### src/rtl/decode_pkg.sv
// decode_pkg: shared field widths, condition codes and helpers for the decode stage
package decode_pkg;
  localparam int INST_W_D = 16;
  localparam int COND_W_D = 2;
  localparam int OPC_W_D = 4;
  localparam int REG_W_D = 3;
  localparam int DEPTH_D = 4;
  localparam logic [1:0] COND_ALWAYS = 2'b00;
  localparam logic [1:0] COND_Z = 2'b01;
  localparam logic [1:0] COND_NZ = 2'b10;
  localparam logic [1:0] COND_N = 2'b11;
  function automatic int shift_width(input int iw, input int cw, input int ow, input int rw);
    return iw - cw - ow - rw;
  endfunction
  // Codes beyond the four defined ones mean "never"
  function automatic logic cond_pass(input logic [31:0] c, input logic z, input logic n);
    return c == 32'(COND_ALWAYS) ? 1'b1 :
           c == 32'(COND_Z)      ? z    :
           c == 32'(COND_NZ)     ? ~z   :
           c == 32'(COND_N)      ? n    : 1'b0;
  endfunction
endpackage

### src/rtl/decode_if.sv
// decode_if: fetch-side and execute-side handshake bundle of the decode stage
interface decode_if import decode_pkg::*; #(
  parameter int INST_W = INST_W_D,
  parameter int COND_W = COND_W_D,
  parameter int OPC_W = OPC_W_D,
  parameter int REG_W = REG_W_D,
  parameter int DEPTH = DEPTH_D
);
  localparam int SHIFT_W = shift_width(INST_W, COND_W, OPC_W, REG_W);
  logic flush;
  logic in_valid;
  logic in_ready;
  logic [INST_W-1:0] in_inst;
  logic out_valid;
  logic out_ready;
  logic [COND_W-1:0] cond;
  logic [OPC_W-1:0] op_code;
  logic [REG_W-1:0] dest_reg;
  logic [REG_W-1:0] src_reg_1;
  logic [REG_W-1:0] src_reg_2;
  logic [SHIFT_W-1:0] shift;
  logic flag_z;
  logic flag_n;
  logic exec_en;
  logic [$clog2(DEPTH):0] occupancy;
  modport master (
    output flush, in_valid, in_inst, out_ready, flag_z, flag_n,
    input in_ready, out_valid, cond, op_code, dest_reg, src_reg_1, src_reg_2, shift, exec_en, occupancy
  );
  modport slave (
    input flush, in_valid, in_inst, out_ready, flag_z, flag_n,
    output in_ready, out_valid, cond, op_code, dest_reg, src_reg_1, src_reg_2, shift, exec_en, occupancy
  );
endinterface

### src/rtl/inst_fifo.sv
// inst_fifo: DEPTH-entry instruction queue with occupancy count and synchronous clear
module inst_fifo #(
  parameter int DEPTH = 4,
  parameter int W = 16
) (
  input  logic                     clk,
  input  logic                     rst_n,
  input  logic                     i_clr,
  input  logic                     i_push,
  input  logic                     i_pop,
  input  logic [W-1:0]             i_din,
  output logic [W-1:0]             o_dout,
  output logic                     o_full,
  output logic                     o_empty,
  output logic [$clog2(DEPTH):0]   o_count
);
  localparam int AW = $clog2(DEPTH);
  localparam int CW = AW + 1;
  logic [W-1:0] r_mem [DEPTH];
  logic [AW-1:0] r_wptr;
  logic [AW-1:0] r_rptr;
  logic [CW-1:0] r_count;
  // Pointers wrap naturally because DEPTH is a power of two
  always_ff @(posedge clk or negedge rst_n) begin
    if (!rst_n) begin
      r_wptr <= '0;
      r_rptr <= '0;
      r_count <= '0;
    end else if (i_clr) begin
      r_wptr <= '0;
      r_rptr <= '0;
      r_count <= '0;
    end else begin
      if (i_push) r_wptr <= r_wptr + AW'(1);
      if (i_pop) r_rptr <= r_rptr + AW'(1);
      r_count <= r_count + CW'(i_push) - CW'(i_pop);
    end
  end
  always_ff @(posedge clk) begin
    if (i_push) r_mem[r_wptr] <= i_din;
  end
  assign o_dout = r_mem[r_rptr];
  assign o_full = r_count == CW'(DEPTH);
  assign o_empty = r_count == '0;
  assign o_count = r_count;
endmodule

### src/rtl/decode_stage.sv
// decode_stage: buffered instruction decode between fetch and execute,
// field slicing from a held output word and condition-gated execute enable
module decode_stage import decode_pkg::*; #(
  parameter int INST_W = INST_W_D,
  parameter int COND_W = COND_W_D,
  parameter int OPC_W = OPC_W_D,
  parameter int REG_W = REG_W_D,
  parameter int DEPTH = DEPTH_D
) (
  input logic clk,
  input logic rst_n,
  decode_if.slave bus
);
  localparam int SHIFT_W = shift_width(INST_W, COND_W, OPC_W, REG_W);
  if (SHIFT_W < 2 * REG_W) begin : g_bad_shift
    $error("decode_stage: SHIFT_W (%0d) must be >= 2*REG_W (%0d)", SHIFT_W, 2 * REG_W);
  end
  if (DEPTH < 2 || (DEPTH & (DEPTH - 1)) != 0) begin : g_bad_depth
    $error("decode_stage: DEPTH (%0d) must be a power of two >= 2", DEPTH);
  end
  logic w_push;
  logic w_pop;
  logic w_full;
  logic w_empty;
  logic [INST_W-1:0] w_head;
  logic [COND_W-1:0] w_cond;
  logic r_valid;
  logic [INST_W-1:0] r_inst;
  // Flush suppresses both handshakes; in_ready still reflects only fullness
  assign w_push = bus.in_valid & ~w_full & ~bus.flush;
  assign w_pop = ~w_empty & (~r_valid | bus.out_ready) & ~bus.flush;
  inst_fifo #(.DEPTH(DEPTH), .W(INST_W)) u_fifo (
    .clk(clk),
    .rst_n(rst_n),
    .i_clr(bus.flush),
    .i_push(w_push),
    .i_pop(w_pop),
    .i_din(bus.in_inst),
    .o_dout(w_head),
    .o_full(w_full),
    .o_empty(w_empty),
    .o_count(bus.occupancy)
  );
  always_ff @(posedge clk or negedge rst_n) begin
    if (!rst_n) begin
      r_valid <= 1'b0;
      r_inst <= '0;
    end else if (bus.flush) begin
      r_valid <= 1'b0;
      r_inst <= '0;
    end else if (w_pop) begin
      r_valid <= 1'b1;
      r_inst <= w_head;
    end else if (bus.out_ready) begin
      r_valid <= 1'b0;
    end
  end
  assign w_cond = r_inst[INST_W-1 -: COND_W];
  assign bus.in_ready = ~w_full;
  assign bus.out_valid = r_valid;
  assign bus.cond = w_cond;
  assign bus.op_code = r_inst[INST_W-COND_W-1 -: OPC_W];
  assign bus.dest_reg = r_inst[SHIFT_W+REG_W-1 -: REG_W];
  assign bus.src_reg_1 = r_inst[SHIFT_W-1 -: REG_W];
  assign bus.src_reg_2 = r_inst[SHIFT_W-1-REG_W -: REG_W];
  assign bus.shift = r_inst[SHIFT_W-1:0];
  assign bus.exec_en = r_valid & cond_pass(32'(w_cond), bus.flag_z, bus.flag_n);
endmodule

### src/flat_wrapper.sv
// flat-port wrapper written by rule: the top's interface ports become plain ports
module decode_stage_flat import decode_pkg::*;
#(
  parameter int INST_W = INST_W_D,
  parameter int COND_W = COND_W_D,
  parameter int OPC_W = OPC_W_D,
  parameter int REG_W = REG_W_D,
  parameter int DEPTH = DEPTH_D
)
  (clk, rst_n, bus_flush, bus_in_valid, bus_in_inst, bus_out_ready, bus_flag_z, bus_flag_n, bus_in_ready, bus_out_valid, bus_cond, bus_op_code, bus_dest_reg, bus_src_reg_1, bus_src_reg_2, bus_shift, bus_exec_en, bus_occupancy);
  decode_if #(.INST_W(INST_W), .COND_W(COND_W), .OPC_W(OPC_W), .REG_W(REG_W), .DEPTH(DEPTH)) bus_i ();
  input logic clk;
  input logic rst_n;
  input wire logic [$bits(bus_i.flush)-1:0] bus_flush;
  input wire logic [$bits(bus_i.in_valid)-1:0] bus_in_valid;
  input wire logic [$bits(bus_i.in_inst)-1:0] bus_in_inst;
  input wire logic [$bits(bus_i.out_ready)-1:0] bus_out_ready;
  input wire logic [$bits(bus_i.flag_z)-1:0] bus_flag_z;
  input wire logic [$bits(bus_i.flag_n)-1:0] bus_flag_n;
  output wire logic [$bits(bus_i.in_ready)-1:0] bus_in_ready;
  output wire logic [$bits(bus_i.out_valid)-1:0] bus_out_valid;
  output wire logic [$bits(bus_i.cond)-1:0] bus_cond;
  output wire logic [$bits(bus_i.op_code)-1:0] bus_op_code;
  output wire logic [$bits(bus_i.dest_reg)-1:0] bus_dest_reg;
  output wire logic [$bits(bus_i.src_reg_1)-1:0] bus_src_reg_1;
  output wire logic [$bits(bus_i.src_reg_2)-1:0] bus_src_reg_2;
  output wire logic [$bits(bus_i.shift)-1:0] bus_shift;
  output wire logic [$bits(bus_i.exec_en)-1:0] bus_exec_en;
  output wire logic [$bits(bus_i.occupancy)-1:0] bus_occupancy;
  assign bus_i.flush = bus_flush;
  assign bus_i.in_valid = bus_in_valid;
  assign bus_i.in_inst = bus_in_inst;
  assign bus_i.out_ready = bus_out_ready;
  assign bus_i.flag_z = bus_flag_z;
  assign bus_i.flag_n = bus_flag_n;
  assign bus_in_ready = bus_i.in_ready;
  assign bus_out_valid = bus_i.out_valid;
  assign bus_cond = bus_i.cond;
  assign bus_op_code = bus_i.op_code;
  assign bus_dest_reg = bus_i.dest_reg;
  assign bus_src_reg_1 = bus_i.src_reg_1;
  assign bus_src_reg_2 = bus_i.src_reg_2;
  assign bus_shift = bus_i.shift;
  assign bus_exec_en = bus_i.exec_en;
  assign bus_occupancy = bus_i.occupancy;
  decode_stage #(.INST_W(INST_W), .COND_W(COND_W), .OPC_W(OPC_W), .REG_W(REG_W), .DEPTH(DEPTH)) u_core (.clk(clk), .rst_n(rst_n), .bus(bus_i));
endmodule
### config.mk
export PLATFORM = sky130hd
export DESIGN_NAME = decode_stage_flat
export DESIGN_NICKNAME = d
export VERILOG_FILES = /design/src/rtl/decode_pkg.sv /design/src/rtl/decode_if.sv /design/src/rtl/inst_fifo.sv /design/src/rtl/decode_stage.sv /design/src/flat_wrapper.sv
export SDC_FILE = /design/constraint.sdc
export NUM_CORES = 1
export LEC_CHECK = 0
export ABC_CLOCK_PERIOD_IN_PS = 4300
export BUFFER_PORTS_ARGS = -buffer_cell sky130_fd_sc_hd__buf_4
export CAP_MARGIN = 30
export CORE_MARGIN = 5
export CORE_UTILIZATION = 45
export CTS_CLUSTER_DIAMETER = 50
export DETAILED_ROUTE_END_ITERATION = 16
export PLACE_DENSITY_LB_ADDON = 0.3
export REMOVE_ABC_BUFFERS = 1
export SYNTH_ARGS = -nofsm -noshare
export SYNTH_HDL_FRONTEND = slang
export SYNTH_SLANG_ARGS = --single-unit
### constraint.sdc
create_clock -name clk -period 4.3 [get_ports clk]
set_clock_uncertainty 0.1 [all_clocks]
set_input_delay 0.43 -clock clk [delete_from_list [all_inputs] [get_ports clk]]
set_output_delay 0.43 -clock clk [all_outputs]
set_load 0.01 [all_outputs]
==> results of run 1 <==
per-layer routing:
layer	GRT usage [%]	wire length, microns
met1	18.0	2560
met2	21.0	2970
met3	2.86	263
met4	6.71	99
met5	0	0
worst register-to-register path: stages, from the launching register on:
cell,delay (ps)
dfrtp_1,460
nor3_1,410
nor3_2,60
buf_4,210
ha_1,290
inv_1,60
ha_1,140
inv_1,50
fa_1,380
xnor2_1,170
nor2_1,50
metrics by stage:
step / instance area (sq um) / worst slack (ps)
3_3_place_gp: 3900 / 1890
5_1_grt: 4130 / 1600
3_5_place_dp: 3930 / 1800
2_1_floorplan: 3390 / 1790
4_1_cts: 4130 / 1780
6_report: 4130 / 1800
registers in the layout (all words and copies together) (netlist names):
register	count
u_core.u_fifo.r_mem	64
u_core.r_inst	16
u_core.u_fifo.o_count	3
u_core.u_fifo.r_rptr	2
u_core.u_fifo.r_wptr	2
u_core.bus.out_valid	1
report_power, final:
group / internal (mW) / switching [mW] / leakage [nW]
clock: 0.284 / 0.273 / 0.0993
sequential: 1.03 / 0.113 / 0.901
combinational: 0.397 / 0.301 / 0.582
total: 1.71 / 0.687 / 1.58
kinds of logic (layout without fill, tap and decap cells):
| logic type | Yosys count | in the layout |
|---|---|---|
| simple gates | 21 | 21 |
| mux | 19 | 19 |
| xor+xnor | 2 | 2 |
| compound gates | 25 | 25 |
| flops | 88 | 88 |
| buf+inv | 20 | 76 |
| fa+ha+maj | 7 | 7 |
worst paths after layout:
path,start,to,cells past startpoint
max reg2reg,u_core.u_fifo.o_count[1],u_core.u_fifo.o_count[2],10
min in group asynchronous,rst_n,u_core.r_inst[3],2
min,bus_in_inst[14],u_core.u_fifo.r_mem[1][14],1
max,u_core.u_fifo.o_count[1],u_core.u_fifo.o_count[2],10
min reg2reg,u_core.r_inst[11],u_core.r_inst[11],1
max in group asynchronous,rst_n,u_core.u_fifo.r_wptr[0],2
layout make-up:
cell class | count | area (sq um) | share of cell area [%]
Clock buffer | 11 | 141 | 3.42
Clock inverter | 5 | 56.3 | 1.36
Inverter | 7 | 26.3 | 0.636
Multi-Input combinational cell | 74 | 840 | 20.3
Sequential cell | 88 | 2520 | 61.0
Tap cell | 102 | 128 | 3.09
Timing Repair Buffer | 53 | 420 | 10.2
cell usage in the layout, fill, tap and decap left out, types with 4 or more instances in the layout:
cell      Yosys  final
edfxtp_1     64     64
buf_4         7     51
dfrtp_1      24     24
mux4_2       16     16
clkbuf_8      0     10
a22o_1        8      8
a22o_2        8      8
inv_1         7      7
ha_1          6      6
a21oi_1       5      5
nor2b_1       4      4
and2_1        4      4
timing repair:
| action | 4_1_cts | 5_1_grt |
|---|---|---|
| endpoints found under the setup margin | 0 | 0 |
| endpoints found under the hold margin | 24 | 0 |
| hold buffers | 1 | 0 |
| gates resized for setup | 0 | 0 |
==> impl_results.html, run 1 <==
<table>
<tr><th>Metric</th><th>Value</th></tr>
<tr><th colspan="2">Run status</th></tr>
<tr><td>Result of the run</td><td>complete, no violations</td></tr>
<tr><th colspan="2">Placed design</th></tr>
<tr><td>Dpl hpwl</td><td>3.77 mm</td></tr>
<tr><td>DP Cell Count</td><td>323</td></tr>
<tr><td>Quantity of I/O buffers inserted on ports</td><td>50</td></tr>
<tr><td>Routability Congestion</td><td>0.704</td></tr>
<tr><th colspan="2">Final layout</th></tr>
<tr><td>Layout net count</td><td>263</td></tr>
<tr><td>Final-layout fill cell count</td><td>619</td></tr>
<tr><td>Final antenna diode count</td><td>0</td></tr>
<tr><td>Number of standard cells in the layout, taps in and fillers out</td><td>340</td></tr>
<tr><td>Share of the core filled with cells in the final layout</td><td>54.1%</td></tr>
<tr><td>Syn-to-layout area delta</td><td>18.6%</td></tr>
<tr><td>Proportion of layout cells with a drive suffix above 1</td><td>40.3%</td></tr>
<tr><th colspan="2">Global route</th></tr>
<tr><td>Wire length of the first global-routing pass</td><td>9.75 mm</td></tr>
<tr><td>GRT overflow</td><td>0</td></tr>
<tr><td>Vias in the first global route</td><td>1864</td></tr>
<tr><td>Initial antenna violation count</td><td>0</td></tr>
<tr><td>Pin count of the biggest net entering global routing</td><td>25</td></tr>
<tr><td>Overall track demand over capacity in global routing</td><td>13.5%</td></tr>
<tr><th colspan="2">Die</th></tr>
<tr><td>Core area</td><td>0.00765 sq mm</td></tr>
<tr><td>Top-Level Pins</td><td>51</td></tr>
<tr><td>Initial Utilization</td><td>45.6%</td></tr>
<tr><td>Die area</td><td>0.00961 sq mm</td></tr>
<tr><td>Horiz. Die Dim</td><td>98.0 microns</td></tr>
<tr><td>Die height</td><td>98.0 microns</td></tr>
<tr><td>Standard-cell row count</td><td>32</td></tr>
<tr><th colspan="2">Worst setup path</th></tr>
<tr><td>Setup Crit Path Kind</td><td>reg -&gt; reg</td></tr>
<tr><td>Worst R2R Setup Slack</td><td>1800 ps</td></tr>
<tr><td>Cell family contributing the most delay on the critical path</td><td>adder cells</td></tr>
<tr><td>Highest fanout seen on the critical path</td><td>17</td></tr>
<tr><td>Critical path endpoint category</td><td>flip-flop</td></tr>
<tr><td>Element type at the critical path start</td><td>flip-flop</td></tr>
<tr><td>CP Data Arrival Time</td><td>2630 ps</td></tr>
<tr><td>Critical Path Slowest Stage Cell</td><td>dfrtp_1</td></tr>
<tr><td>Crit path buf inv count</td><td>3</td></tr>
<tr><td>Cells traversed along the worst timing path</td><td>nor3_1, nor3_2, buf_4, ha_1, inv_1, ha_1, inv_1, fa_1, xnor2_1, nor2_1</td></tr>
<tr><td>CP max stage delay</td><td>460 ps</td></tr>
<tr><td>CP Data Required Time</td><td>4430 ps</td></tr>
<tr><th colspan="2">Clock network</th></tr>
<tr><td>Clock sinks</td><td>88</td></tr>
<tr><td>H-tree level count</td><td>3</td></tr>
<tr><td>Insertion delay of the later-clocked pin in the worst-skew pair</td><td>340 ps</td></tr>
<tr><td>Clock root buffer master</td><td>clkbuf_8</td></tr>
<tr><td>TritonCTS clock tree</td><td>built</td></tr>
<tr><td>Reg clk slew, reported paths</td><td>80 ps</td></tr>
<tr><td>Clock Path Buffers</td><td>2</td></tr>
<tr><td>Total setup buffers inserted after CTS</td><td>0</td></tr>
<tr><td>Total clock buffers created by CTS</td><td>9</td></tr>
<tr><th colspan="2">Logic synthesis</th></tr>
<tr><td>Largest cells by area after synthesis</td><td>edfxtp_1 (55%), dfrtp_1 (17%), mux4_2 (10%), a22o_2 (2.3%), ha_1 (2.2%)</td></tr>
<tr><td>Count of unique library cells instantiated by Yosys</td><td>29</td></tr>
<tr><td>Arithmetic-cell share of the synthesized area counting full adders, half adders and majority gates</td><td>2.73%</td></tr>
<tr><td>Share of synthesized registers carrying an async set or reset</td><td>27.3%</td></tr>
<tr><td>Main synth FF type</td><td>edfxtp_1</td></tr>
<tr><td>Sequential share of the synthesized area</td><td>72.3%</td></tr>
<tr><td>Share of Yosys cell area claimed by the top area cell type</td><td>55.1%</td></tr>
<tr><td>Number of enable-type register cells in the synthesized netlist</td><td>64</td></tr>
<tr><td>Top cells by count, synth</td><td>edfxtp_1 (64), dfrtp_1 (24), mux4_2 (16), a22o_1 (8), a22o_2 (8)</td></tr>
<tr><td>Area share of xor/xnor cells in the synthesized design</td><td>0.502%</td></tr>
<tr><td>Average instance area after synthesis</td><td>19.2 sq um</td></tr>
<tr><td>Simple-gate portion of the synthesized area</td><td>3.66%</td></tr>
<tr><td>Library cell with the highest instance count after synthesis</td><td>edfxtp_1</td></tr>
<tr><td>Synthesized instance count</td><td>182</td></tr>
<tr><td>Flip-flop and latch count after synthesis</td><td>88</td></tr>
<tr><td>Share of synthesized area spent on multiplexers</td><td>11.3%</td></tr>
<tr><td>Number of warnings reported in the yosys synthesis log</td><td>0</td></tr>
<tr><td>Area of the mapped netlist</td><td>0.00349 sq mm</td></tr>
<tr><td>Dominant combinational cell family by area after synthesis</td><td>multiplexers</td></tr>
<tr><td>Cell taking the most area after synthesis</td><td>edfxtp_1</td></tr>
<tr><td>Fraction of the mapped netlist area in compound gates</td><td>5.92%</td></tr>
<tr><th colspan="2">STA</th></tr>
<tr><td>Hold Vio Cnt, Final</td><td>0</td></tr>
<tr><td>Post-Route Hold Slack</td><td>184 ps</td></tr>
<tr><td>Slew @ Worst Pin</td><td>861 ps</td></tr>
<tr><td>Final period util</td><td>58.1%</td></tr>
<tr><td>Number of slew-limit violations in the final report</td><td>0</td></tr>
<tr><td>Setup repair after global routing missed its margin</td><td>no</td></tr>
<tr><td>Post-Route Setup TNS</td><td>0 ps</td></tr>
<tr><td>Peak clock frequency supported by timing</td><td>400 MHz</td></tr>
<tr><td>Post-layout minimum cycle time</td><td>2500 ps</td></tr>
<tr><td>Setup violations, final</td><td>0</td></tr>
<tr><td>Slew Limit Headroom</td><td>42.6%</td></tr>
<tr><th colspan="2">Route</th></tr>
<tr><td>Overall routed net length</td><td>5.90 mm</td></tr>
<tr><td>Vias post-DR</td><td>1742</td></tr>
<tr><td>Drt drc</td><td>0</td></tr>
<tr><td>Mean number of vias per cell</td><td>5.12</td></tr>
<tr><td>Routed Antenna Nets</td><td>0</td></tr>
<tr><td>First-pass DRT Iterations</td><td>4</td></tr>
<tr><td>Detailed-route wire length per cell</td><td>17.3 microns</td></tr>
<tr><td>Starting DRT DRC Count</td><td>79</td></tr>
<tr><th colspan="2">Job</th></tr>
<tr><td>Maximum capacitance violations</td><td>0</td></tr>
<tr><th colspan="2">Pwr</th></tr>
<tr><td>Worst ir drop on vdd</td><td>0.262 mV</td></tr>
<tr><td>P per Cell Area</td><td>580 mW/mm^2</td></tr>
<tr><td>Lkg Pwr</td><td>1.58 nW</td></tr>
<tr><td>Overall Power</td><td>2.40 mW</td></tr>
<tr><th colspan="2">Worst hold path</th></tr>
<tr><td>HP Class</td><td>in -&gt; reg</td></tr>
</table>
Note: power is estimated with default switching activity, not from simulation.
==> run 2: changes to the inputs <==
ABC_AREA = 1   (was not set)
ABC_CLOCK_PERIOD_IN_PS = 2000   (was 4300)
clock period = 2 ns   (was 4.3 ns; I/O delays follow)
==> run 2 against run 1 <==
Net effect: combinational power grew to 2.8 times the previous value; final area up 21%; final cell count rose by 72%; power rose by 140%; register-to-register slack got worse by 1800 ps; critical path depth unchanged; synthesized cell count grew 120%; maximum frequency up 26%; sequential power up 100%; via count grew 56%; critical path type unchanged; critical endpoint is now u_core.u_fifo.o_count[1]; highest routed layer unchanged.
==> impl_results.html, run 2 <==
<table>
<tr><th>Metric</th><th>Value</th></tr>
<tr><th colspan="2">Global route</th></tr>
<tr><td>Wire length of the first global-routing pass</td><td>13.1 mm (+34%)</td></tr>
<tr><td>Met2 layer usage reported by global route</td><td>26.0% (+5.0 points)</td></tr>
<tr><td>Layer with the highest usage</td><td>met2</td></tr>
<tr><td>GRT overflow</td><td>0 (unchanged)</td></tr>
<tr><td>Routing usage on met1</td><td>18.5% (+0.53 points)</td></tr>
<tr><td>Initial antenna violation count</td><td>0 (unchanged)</td></tr>
<tr><td>Pin count of the biggest net entering global routing</td><td>36 (+44%)</td></tr>
<tr><td>Global routing met3 resource utilization</td><td>3.72% (+0.87 points)</td></tr>
<tr><td>Vias in the first global route</td><td>2633 (+41%)</td></tr>
<tr><td>Overall track demand over capacity in global routing</td><td>15.2% (+1.8 points)</td></tr>
<tr><th colspan="2">Final layout</th></tr>
<tr><td>Number of flip-flops in the largest register</td><td>64 (unchanged)</td></tr>
<tr><td>Final antenna diode count</td><td>0 (unchanged)</td></tr>
<tr><td>Most common cell after layout, fill and taps aside</td><td>nand2_1</td></tr>
<tr><td>Number of standard cells in the layout, taps in and fillers out</td><td>584 (+72%)</td></tr>
<tr><td>Layout net count</td><td>501 (+90%)</td></tr>
<tr><td>Proportion of layout cells with a drive suffix above 1</td><td>23.5% (-17 points)</td></tr>
<tr><td>Register ranked first by flip-flop count</td><td>u_core.u_fifo.r_mem</td></tr>
<tr><td>Most frequent cells in the layout</td><td>nand2_1 (106), inv_1 (76), edfxtp_1 (64)</td></tr>
<tr><td>Share of the core filled with cells in the final layout</td><td>57.6% (+3.5 points)</td></tr>
<tr><td>Post-route cell area</td><td>0.00500 sq mm (+21%)</td></tr>
<tr><td>Final-layout fill cell count</td><td>724 (+17%)</td></tr>
<tr><td>Syn-to-layout area delta</td><td>24.7%</td></tr>
<tr><th colspan="2">Placed design</th></tr>
<tr><td>Dpl hpwl</td><td>4.77 mm (+27%)</td></tr>
<tr><td>DP Cell Count</td><td>546 (+69%)</td></tr>
<tr><td>Placed Area</td><td>0.00450 sq mm (+15%)</td></tr>
<tr><td>DP Worst Slack</td><td>-32.2 ps (-1830 ps)</td></tr>
<tr><td>Quantity of I/O buffers inserted on ports</td><td>50 (unchanged)</td></tr>
<tr><td>Routability Congestion</td><td>0.749 (+6.4%)</td></tr>
<tr><th colspan="2">STA</th></tr>
<tr><td>Peak clock frequency supported by timing</td><td>505 MHz (+26%)</td></tr>
<tr><td>Slew Limit Headroom</td><td>58.0% (+15 points)</td></tr>
<tr><td>Post-layout minimum cycle time</td><td>1980 ps (-521 ps)</td></tr>
<tr><td>Post-Route Hold Slack</td><td>65.4 ps (-118 ps)</td></tr>
<tr><td>Setup violations, final</td><td>0 (unchanged)</td></tr>
<tr><td>Post-Route Setup TNS</td><td>0 ps (unchanged)</td></tr>
<tr><td>Setup repair after global routing missed its margin</td><td>yes</td></tr>
<tr><td>Hold Vio Cnt, Final</td><td>0 (unchanged)</td></tr>
<tr><td>Worst Setup Slack, final</td><td>21.6 ps (-1780 ps)</td></tr>
<tr><td>Final period util</td><td>98.9% (+41 points)</td></tr>
<tr><td>Slew @ Worst Pin</td><td>629 ps (-232 ps)</td></tr>
<tr><td>Number of slew-limit violations in the final report</td><td>0 (unchanged)</td></tr>
<tr><th colspan="2">Clock network</th></tr>
<tr><td>Total clock buffers created by CTS</td><td>9 (unchanged)</td></tr>
<tr><td>Clock Path Buffers</td><td>2 (unchanged)</td></tr>
<tr><td>TritonCTS clock tree</td><td>built</td></tr>
<tr><td>Clock sinks</td><td>88 (unchanged)</td></tr>
<tr><td>Reg clk slew, reported paths</td><td>90 ps (about the same)</td></tr>
<tr><td>Clock root buffer master</td><td>clkbuf_8</td></tr>
<tr><td>Insertion delay of the later-clocked pin in the worst-skew pair</td><td>350 ps (about the same)</td></tr>
<tr><td>H-tree level count</td><td>3 (unchanged)</td></tr>
<tr><th colspan="2">Die</th></tr>
<tr><td>Die height</td><td>104 microns (+6.5%)</td></tr>
<tr><td>Die area</td><td>0.0109 sq mm (+13%)</td></tr>
<tr><td>Horiz. Die Dim</td><td>104 microns (+6.5%)</td></tr>
<tr><td>Standard-cell row count</td><td>34 (+6.3%)</td></tr>
<tr><td>Initial Utilization</td><td>46.2% (+0.57 points)</td></tr>
<tr><td>Top-Level Pins</td><td>51 (unchanged)</td></tr>
<tr><td>Core area</td><td>0.00868 sq mm (+13%)</td></tr>
<tr><th colspan="2">Pwr</th></tr>
<tr><td>Lkg Pwr</td><td>2.41 nW (+52%)</td></tr>
<tr><td>Overall Power</td><td>5.74 mW (+140%)</td></tr>
<tr><td>P per Cell Area</td><td>1150 mW/mm^2 (+98%)</td></tr>
<tr><td>Worst ir drop on vdd</td><td>0.521 mV (+99%)</td></tr>
<tr><th colspan="2">Logic synthesis</th></tr>
<tr><td>Share of synthesized registers carrying an async set or reset</td><td>27.3% (unchanged)</td></tr>
<tr><td>Top cells by count, synth</td><td>nand2_1 (106), inv_1 (80), edfxtp_1 (64), nand3_1 (54), dfrtp_1 (24)</td></tr>
<tr><td>Flip-flop and latch count after synthesis</td><td>88 (unchanged)</td></tr>
<tr><td>Count of unique library cells instantiated by Yosys</td><td>22 (-24%)</td></tr>
<tr><td>Cell taking the most area after synthesis</td><td>edfxtp_1</td></tr>
<tr><td>Average instance area after synthesis</td><td>10.1 sq um (-47%)</td></tr>
<tr><td>Number of enable-type register cells in the synthesized netlist</td><td>64 (unchanged)</td></tr>
<tr><td>Largest cells by area after synthesis</td><td>edfxtp_1 (48%), dfrtp_1 (15%), nand2_1 (9.9%), inv_1 (7.5%), nand3_1 (6.7%)</td></tr>
<tr><td>Main synth FF type</td><td>edfxtp_1</td></tr>
<tr><td>Share of Yosys cell area claimed by the top area cell type</td><td>48.0% (-7.1 points)</td></tr>
<tr><td>Synthesized instance count</td><td>397 (+120%)</td></tr>
<tr><td>Number of warnings reported in the yosys synthesis log</td><td>0 (unchanged)</td></tr>
<tr><td>Sequential share of the synthesized area</td><td>63.0% (-9.4 points)</td></tr>
<tr><td>Library cell with the highest instance count after synthesis</td><td>nand2_1</td></tr>
<tr><td>Area of the mapped netlist</td><td>0.00401 sq mm (+15%)</td></tr>
<tr><th colspan="2">Worst setup path</th></tr>
<tr><td>Element type at the critical path start</td><td>flip-flop</td></tr>
<tr><td>Critical Path Slowest Stage Cell</td><td>fa_2</td></tr>
<tr><td>CP max stage delay</td><td>550 ps (+90 ps)</td></tr>
<tr><td>CP Data Arrival Time</td><td>2120 ps (-510 ps)</td></tr>
<tr><td>Critical path endpoint category</td><td>flip-flop</td></tr>
<tr><td>CP Data Required Time</td><td>2150 ps (-2280 ps)</td></tr>
<tr><td>Highest fanout seen on the critical path</td><td>3 (-14)</td></tr>
<tr><td>Setup crit start</td><td>u_core.u_fifo.o_count[1]</td></tr>
<tr><td>Cells traversed along the worst timing path</td><td>nor2_4, nand2_4, nand2_8, nor2_8, ha_4, inv_2, ha_4, inv_2, fa_2, nor2_1</td></tr>
<tr><td>Setup Crit Path Kind</td><td>reg -&gt; reg</td></tr>
<tr><td>Worst r2r src</td><td>u_core.u_fifo.o_count[1]</td></tr>
<tr><th colspan="2">Route</th></tr>
<tr><td>Starting DRT DRC Count</td><td>135 (+71%)</td></tr>
<tr><td>Mean number of vias per cell</td><td>4.67 (-8.9%)</td></tr>
<tr><td>Overall routed net length</td><td>8.05 mm (+37%)</td></tr>
<tr><td>Vias post-DR</td><td>2726 (+56%)</td></tr>
<tr><td>First-pass DRT Iterations</td><td>4 (unchanged)</td></tr>
<tr><td>Routed Antenna Nets</td><td>0 (unchanged)</td></tr>
<tr><td>Drt drc</td><td>0 (unchanged)</td></tr>
<tr><td>Detailed-route wire length per cell</td><td>13.8 microns (-20%)</td></tr>
<tr><th colspan="2">Worst hold path</th></tr>
<tr><td>Worst hold path startpoint</td><td>bus_in_valid</td></tr>
<tr><td>HP Class</td><td>in -&gt; reg</td></tr>
<tr><th colspan="2">Job</th></tr>
<tr><td>Maximum capacitance violations</td><td>0 (unchanged)</td></tr>
<tr><th colspan="2">Run status</th></tr>
<tr><td>Result of the run</td><td>complete, no violations</td></tr>
</table>
==> run 2: cell count changes in the layout (fill, tap and decap cells not counted), moves of 5 or more <==
cell,previous run,this run
a21oi_1,5,0
a22o_1,8,0
a22o_2,8,0
buf_4,51,61
dlygate4sd3_1,1,18
inv_1,7,76
inv_2,0,6
mux4_2,16,0
nand2_1,0,106
nand2_2,0,17
nand3_1,3,54
nor2_1,3,11
==> run 2: worst paths after layout <==
kind | depth (start not counted) | slack [ps] | end
setup / recovery | 10 | 20 | u_core.u_fifo.o_count[1]
hold / removal | 4 | 70 | u_core.u_fifo.r_wptr[1]
setup reg to reg | 10 | 20 | u_core.u_fifo.o_count[1]
hold reg to reg | 2 | 420 | u_core.r_inst[8]
max in group asynchronous | 2 | 1350 | u_core.r_inst[5]
min in group asynchronous | 2 | 190 | u_core.r_inst[14]
==> run 2: layout make-up <==
class                           count  area [sq um]  area share (%)
Sequential cell                    88          2520            50.5
Multi-Input combinational cell    207          1070            21.4
Timing Repair Buffer               83           718            14.4
Inverter                           82           308            6.16
Tap cell                          108           135            2.70
Clock buffer                       10           128            2.55
Clock inverter                      6           116            2.33
==> run 2: logic make-up after synthesis <==
group,count (synthesis),synth area share [%]
AND/OR/NAND/NOR,196,22.6
buffers and inverters,102,11.4
flip-flops,88,63.0
adder cells (fa/ha/maj),7,2.37
AO/OA/AOI/OAI,3,0.437
XOR/XNOR,1,0.219
==> run 2: routing by layer <==
| metal | share of wire [%] | vias to the layer above |
|---|---|---|
| met5 | 0 | - |
| met4 | 1.4 | 0 |
| met3 | 5.2 | 7 |
| met2 | 51 | 65 |
| met1 | 43 | 1281 |
| li1 | - | 1373 |
==> run 2: critical path: cells and delay by family, from the launching register on <==
family                     cells  cell delay [ps]
adders and majority gates      3              860
buffers and inverters          2               90
DFF                            1              410
and+or+nand+nor                5              400
==> run 2: where the power goes <==
group | total (mW) | internal, mW | switching [mW]
Combinational | 1.94 | 0.788 | 1.15
Sequential | 2.31 | 2.18 | 0.130
Clock | 1.48 | 0.840 | 0.644
==> run 2: timing repair <==
action	CTS	global route
hold buffers	18	0
resized for setup	2	8
pin swaps	1	5
setup endpoints to repair	2	2
setup buffers	1	3
endpoints found under the hold margin	90	0
==> run 3: changes to the inputs <==
ABC_AREA = 0   (was 1)
==> run 3 against run 2 <==
Net effect: sequential power increased by 3%; utilization up 0.91 points; global-route usage fell by 1.5 points; critical path depth fell by 2; largest power group unchanged.
==> impl_results.html, run 3 (same netlist as run 1, synthesis figures left out) <==
<table>
<tr><th>Metric</th><th>Value</th></tr>
<tr><th colspan="2">Job</th></tr>
<tr><td>Maximum capacitance violations</td><td>0 (unchanged)</td></tr>
<tr><th colspan="2">Global route</th></tr>
<tr><td>Initial antenna violation count</td><td>0 (unchanged)</td></tr>
<tr><td>GRT overflow</td><td>0 (unchanged)</td></tr>
<tr><td>Pin count of the biggest net entering global routing</td><td>25 (-31%)</td></tr>
<tr><td>Vias in the first global route</td><td>1919 (-27%)</td></tr>
<tr><td>Overall track demand over capacity in global routing</td><td>13.7% (-1.5 points)</td></tr>
<tr><td>Wire length of the first global-routing pass</td><td>10.0 mm (-23%)</td></tr>
<tr><th colspan="2">Worst setup path</th></tr>
<tr><td>Cells traversed along the worst timing path</td><td>nor2b_4, nor3_2, ha_1, inv_1, ha_1, inv_2, fa_2, nor2_1</td></tr>
<tr><td>Element type at the critical path start</td><td>flip-flop</td></tr>
<tr><td>Most Frequent Cell on Critical Path</td><td>ha_1</td></tr>
<tr><td>Critical Path Slowest Stage Cell</td><td>fa_2</td></tr>
<tr><td>Worst R2R Setup Slack</td><td>5 ps (-20 ps)</td></tr>
<tr><td>Worst R2R End</td><td>u_core.u_fifo.o_count[1]</td></tr>
<tr><td>Critical path destination</td><td>u_core.u_fifo.o_count[1]</td></tr>
<tr><td>CP max stage delay</td><td>510 ps (-40 ps)</td></tr>
<tr><td>Critical path depth in cells</td><td>8 (-2)</td></tr>
<tr><td>Crit path buf inv count</td><td>2 (unchanged)</td></tr>
<tr><td>Cell family contributing the most delay on the critical path</td><td>adder cells</td></tr>
<tr><td>CP Data Required Time</td><td>2130 ps (-20 ps)</td></tr>
<tr><td>Worst r2r src</td><td>u_core.bus.out_valid</td></tr>
<tr><td>Number of cells on the worst reg-to-reg path</td><td>8 (-2)</td></tr>
<tr><td>Critical path endpoint category</td><td>flip-flop</td></tr>
<tr><td>Setup Crit Path Kind</td><td>reg -&gt; reg</td></tr>
<tr><td>CP Data Arrival Time</td><td>2130 ps (about the same)</td></tr>
<tr><td>Highest fanout seen on the critical path</td><td>3 (unchanged)</td></tr>
<tr><td>Setup crit start</td><td>u_core.bus.out_valid</td></tr>
<tr><th colspan="2">Final layout</th></tr>
<tr><td>Syn-to-layout area delta</td><td>28.2%</td></tr>
<tr><td>Number of flip-flops in the largest register</td><td>64 (unchanged)</td></tr>
<tr><td>Final antenna diode count</td><td>0 (unchanged)</td></tr>
<tr><td>Proportion of layout cells with a drive suffix above 1</td><td>43.0% (+19 points)</td></tr>
<tr><td>Layout net count</td><td>295 (-41%)</td></tr>
<tr><td>Register ranked first by flip-flop count</td><td>u_core.u_fifo.r_mem</td></tr>
<tr><td>Most frequent cells in the layout</td><td>edfxtp_1 (64), buf_4 (63), dfrtp_1 (24)</td></tr>
<tr><td>Post-route cell area</td><td>0.00447 sq mm (-10%)</td></tr>
<tr><td>Most common cell after layout, fill and taps aside</td><td>edfxtp_1</td></tr>
<tr><th colspan="2">Placed design</th></tr>
<tr><td>Dpl hpwl</td><td>3.85 mm (-19%)</td></tr>
<tr><td>Quantity of I/O buffers inserted on ports</td><td>50 (unchanged)</td></tr>
<tr><td>Placed Area</td><td>0.00408 sq mm (-9.3%)</td></tr>
<tr><td>Routability Congestion</td><td>0.713 (-4.8%)</td></tr>
<tr><td>DP Worst Slack</td><td>-63.1 ps (-30.8 ps)</td></tr>
<tr><th colspan="2">Clock network</th></tr>
<tr><td>Reg clk slew, reported paths</td><td>80 ps (about the same)</td></tr>
<tr><td>Clock Path Buffers</td><td>2 (unchanged)</td></tr>
<tr><td>Insertion delay of the later-clocked pin in the worst-skew pair</td><td>340 ps (about the same)</td></tr>
<tr><td>Total clock buffers created by CTS</td><td>9 (unchanged)</td></tr>
<tr><td>H-tree level count</td><td>3 (unchanged)</td></tr>
<tr><td>Clock root buffer master</td><td>clkbuf_8</td></tr>
<tr><td>Clock sinks</td><td>88 (unchanged)</td></tr>
<tr><td>TritonCTS clock tree</td><td>built</td></tr>
<tr><th colspan="2">Route</th></tr>
<tr><td>Detailed-route wire length per cell</td><td>16.5 microns (+20%)</td></tr>
<tr><td>Post-Route M1 WL</td><td>2.67 mm (-23%)</td></tr>
<tr><td>Vias post-DR</td><td>1880 (-31%)</td></tr>
<tr><td>First-pass DRT Iterations</td><td>4 (unchanged)</td></tr>
<tr><td>Mean number of vias per cell</td><td>5.05 (+8.3%)</td></tr>
<tr><td>Routed Antenna Nets</td><td>0 (unchanged)</td></tr>
<tr><td>Detailed route wirelength on metal2</td><td>3.12 mm (-23%)</td></tr>
<tr><td>Drt drc</td><td>0 (unchanged)</td></tr>
<tr><td>Top routing layer in use</td><td>met4</td></tr>
<tr><td>Sum of met3 wire segment lengths after detailed routing</td><td>271 microns (-35%)</td></tr>
<tr><td>Overall routed net length</td><td>6.14 mm (-24%)</td></tr>
<tr><td>Starting DRT DRC Count</td><td>34 (-75%)</td></tr>
<tr><th colspan="2">STA</th></tr>
<tr><td>Setup repair after global routing missed its margin</td><td>yes</td></tr>
<tr><td>Peak clock frequency supported by timing</td><td>501 MHz (-0.82%)</td></tr>
<tr><td>Final period util</td><td>99.7% (+0.82 points)</td></tr>
<tr><td>Slew @ Worst Pin</td><td>343 ps (-286 ps)</td></tr>
<tr><td>Worst Setup Slack, final</td><td>5.16 ps (-16.4 ps)</td></tr>
<tr><td>Post-layout minimum cycle time</td><td>1990 ps (+16.4 ps)</td></tr>
<tr><td>Slew Limit Headroom</td><td>77.1% (+19 points)</td></tr>
<tr><td>Number of slew-limit violations in the final report</td><td>0 (unchanged)</td></tr>
<tr><td>Setup violations, final</td><td>0 (unchanged)</td></tr>
<tr><td>Hold Vio Cnt, Final</td><td>0 (unchanged)</td></tr>
<tr><th colspan="2">Die</th></tr>
<tr><td>Top-Level Pins</td><td>51 (unchanged)</td></tr>
<tr><td>Horiz. Die Dim</td><td>98.0 microns (-6.1%)</td></tr>
<tr><td>Standard-cell row count</td><td>32 (-5.9%)</td></tr>
<tr><td>Die area</td><td>0.00961 sq mm (-12%)</td></tr>
<tr><td>Die height</td><td>98.0 microns (-6.1%)</td></tr>
<tr><td>Initial Utilization</td><td>45.6% (-0.57 points)</td></tr>
<tr><td>Core area</td><td>0.00765 sq mm (-12%)</td></tr>
<tr><th colspan="2">Worst hold path</th></tr>
<tr><td>HP Class</td><td>in -&gt; reg</td></tr>
<tr><th colspan="2">Pwr</th></tr>
<tr><td>Lkg Pwr</td><td>1.74 nW (-28%)</td></tr>
<tr><td>Overall Power</td><td>5.36 mW (-6.5%)</td></tr>
<tr><td>P per Cell Area</td><td>1200 mW/mm^2 (+4.4%)</td></tr>
<tr><td>Worst ir drop on vdd</td><td>0.620 mV (+19%)</td></tr>
<tr><th colspan="2">Run status</th></tr>
<tr><td>Result of the run</td><td>complete, no violations</td></tr>
</table>
-- run 3: cell count changes in the layout (fill, tap and decap cells not counted), sizes merged, moves of 3 or more --
cell / delta
a21oi: +6
a22o: +16
and2: +4
buf: +3
inv: -75
mux4: +16
nand2: -126
nand3: -52
nor2: -10
nor2b: +4
nor3: +3
-- run 3: layout make-up --
class	count	area (sq um)
Multi-Input combinational cell	74	855
Clock inverter	5	56.3
Inverter	7	26.3
Fill cell	586	3180
Sequential cell	88	2520
Timing Repair Buffer	85	743
Clock buffer	11	141
Tap cell	102	128
-- run 3: power by group --
part           switching (mW)  total (mW)  internal (mW)
logic                   0.777        1.78           1.00
registers               0.157        2.37           2.21
clock network           0.598        1.21          0.613
total                    1.53        5.36           3.83
-- run 3: metrics by stage --
step | setup TNS [ps] | hold WS, ps | utilization (%) | cells
2_1_floorplan | -1060 | -196 | - | 169
3_3_place_gp | -30.4 | 30.6 | 53.4 | 338
3_5_place_dp | -63.1 | 33.7 | 53.4 | 338
4_1_cts | 0 | 26.4 | 58.4 | 371
5_1_grt | -139 | 33.4 | 58.5 | 372
6_report | 0 | 37.8 | 58.5 | 372
-- run 3: tightest hold or removal path: stages --
cell     delay [ps]
buf_4           120
nand3_1          70
a21oi_1          50
-- run 3: worst min path at each step --
| stage | start | end | slack, ps | depth (start not counted) |
|---|---|---|---|---|
| after floorplan | rst_n | u_core.bus.out_valid | -200 | 0 |
| after global placement | rst_n | u_core.r_inst[6] | 30 | 1 |
| after detailed placement | rst_n | u_core.r_inst[6] | 30 | 1 |
| after CTS | bus_in_valid | u_core.u_fifo.r_wptr[1] | 30 | 3 |
| after global routing | bus_in_valid | u_core.u_fifo.r_wptr[1] | 30 | 3 |
| final | bus_in_valid | u_core.u_fifo.r_wptr[1] | 40 | 3 |
-- run 3: repair_timing --
action                     in CTS  in global routing
pin swaps                       4                  3
setup endpoints to repair       2                  2
hold buffers                   17                  0
gates resized for setup         4                  1
cloned                          0                  0
hold endpoints to repair       88                  0
setup buffers                   0                  1
-- run 3: layer usage --
layer | track usage [%] | vias to the layer above
met2 | 22.1 | 38
met4 | 5.75 | 0
met3 | 3.21 | 6
li1 | - | 871
met5 | 0 | -
met1 | 18.0 | 965
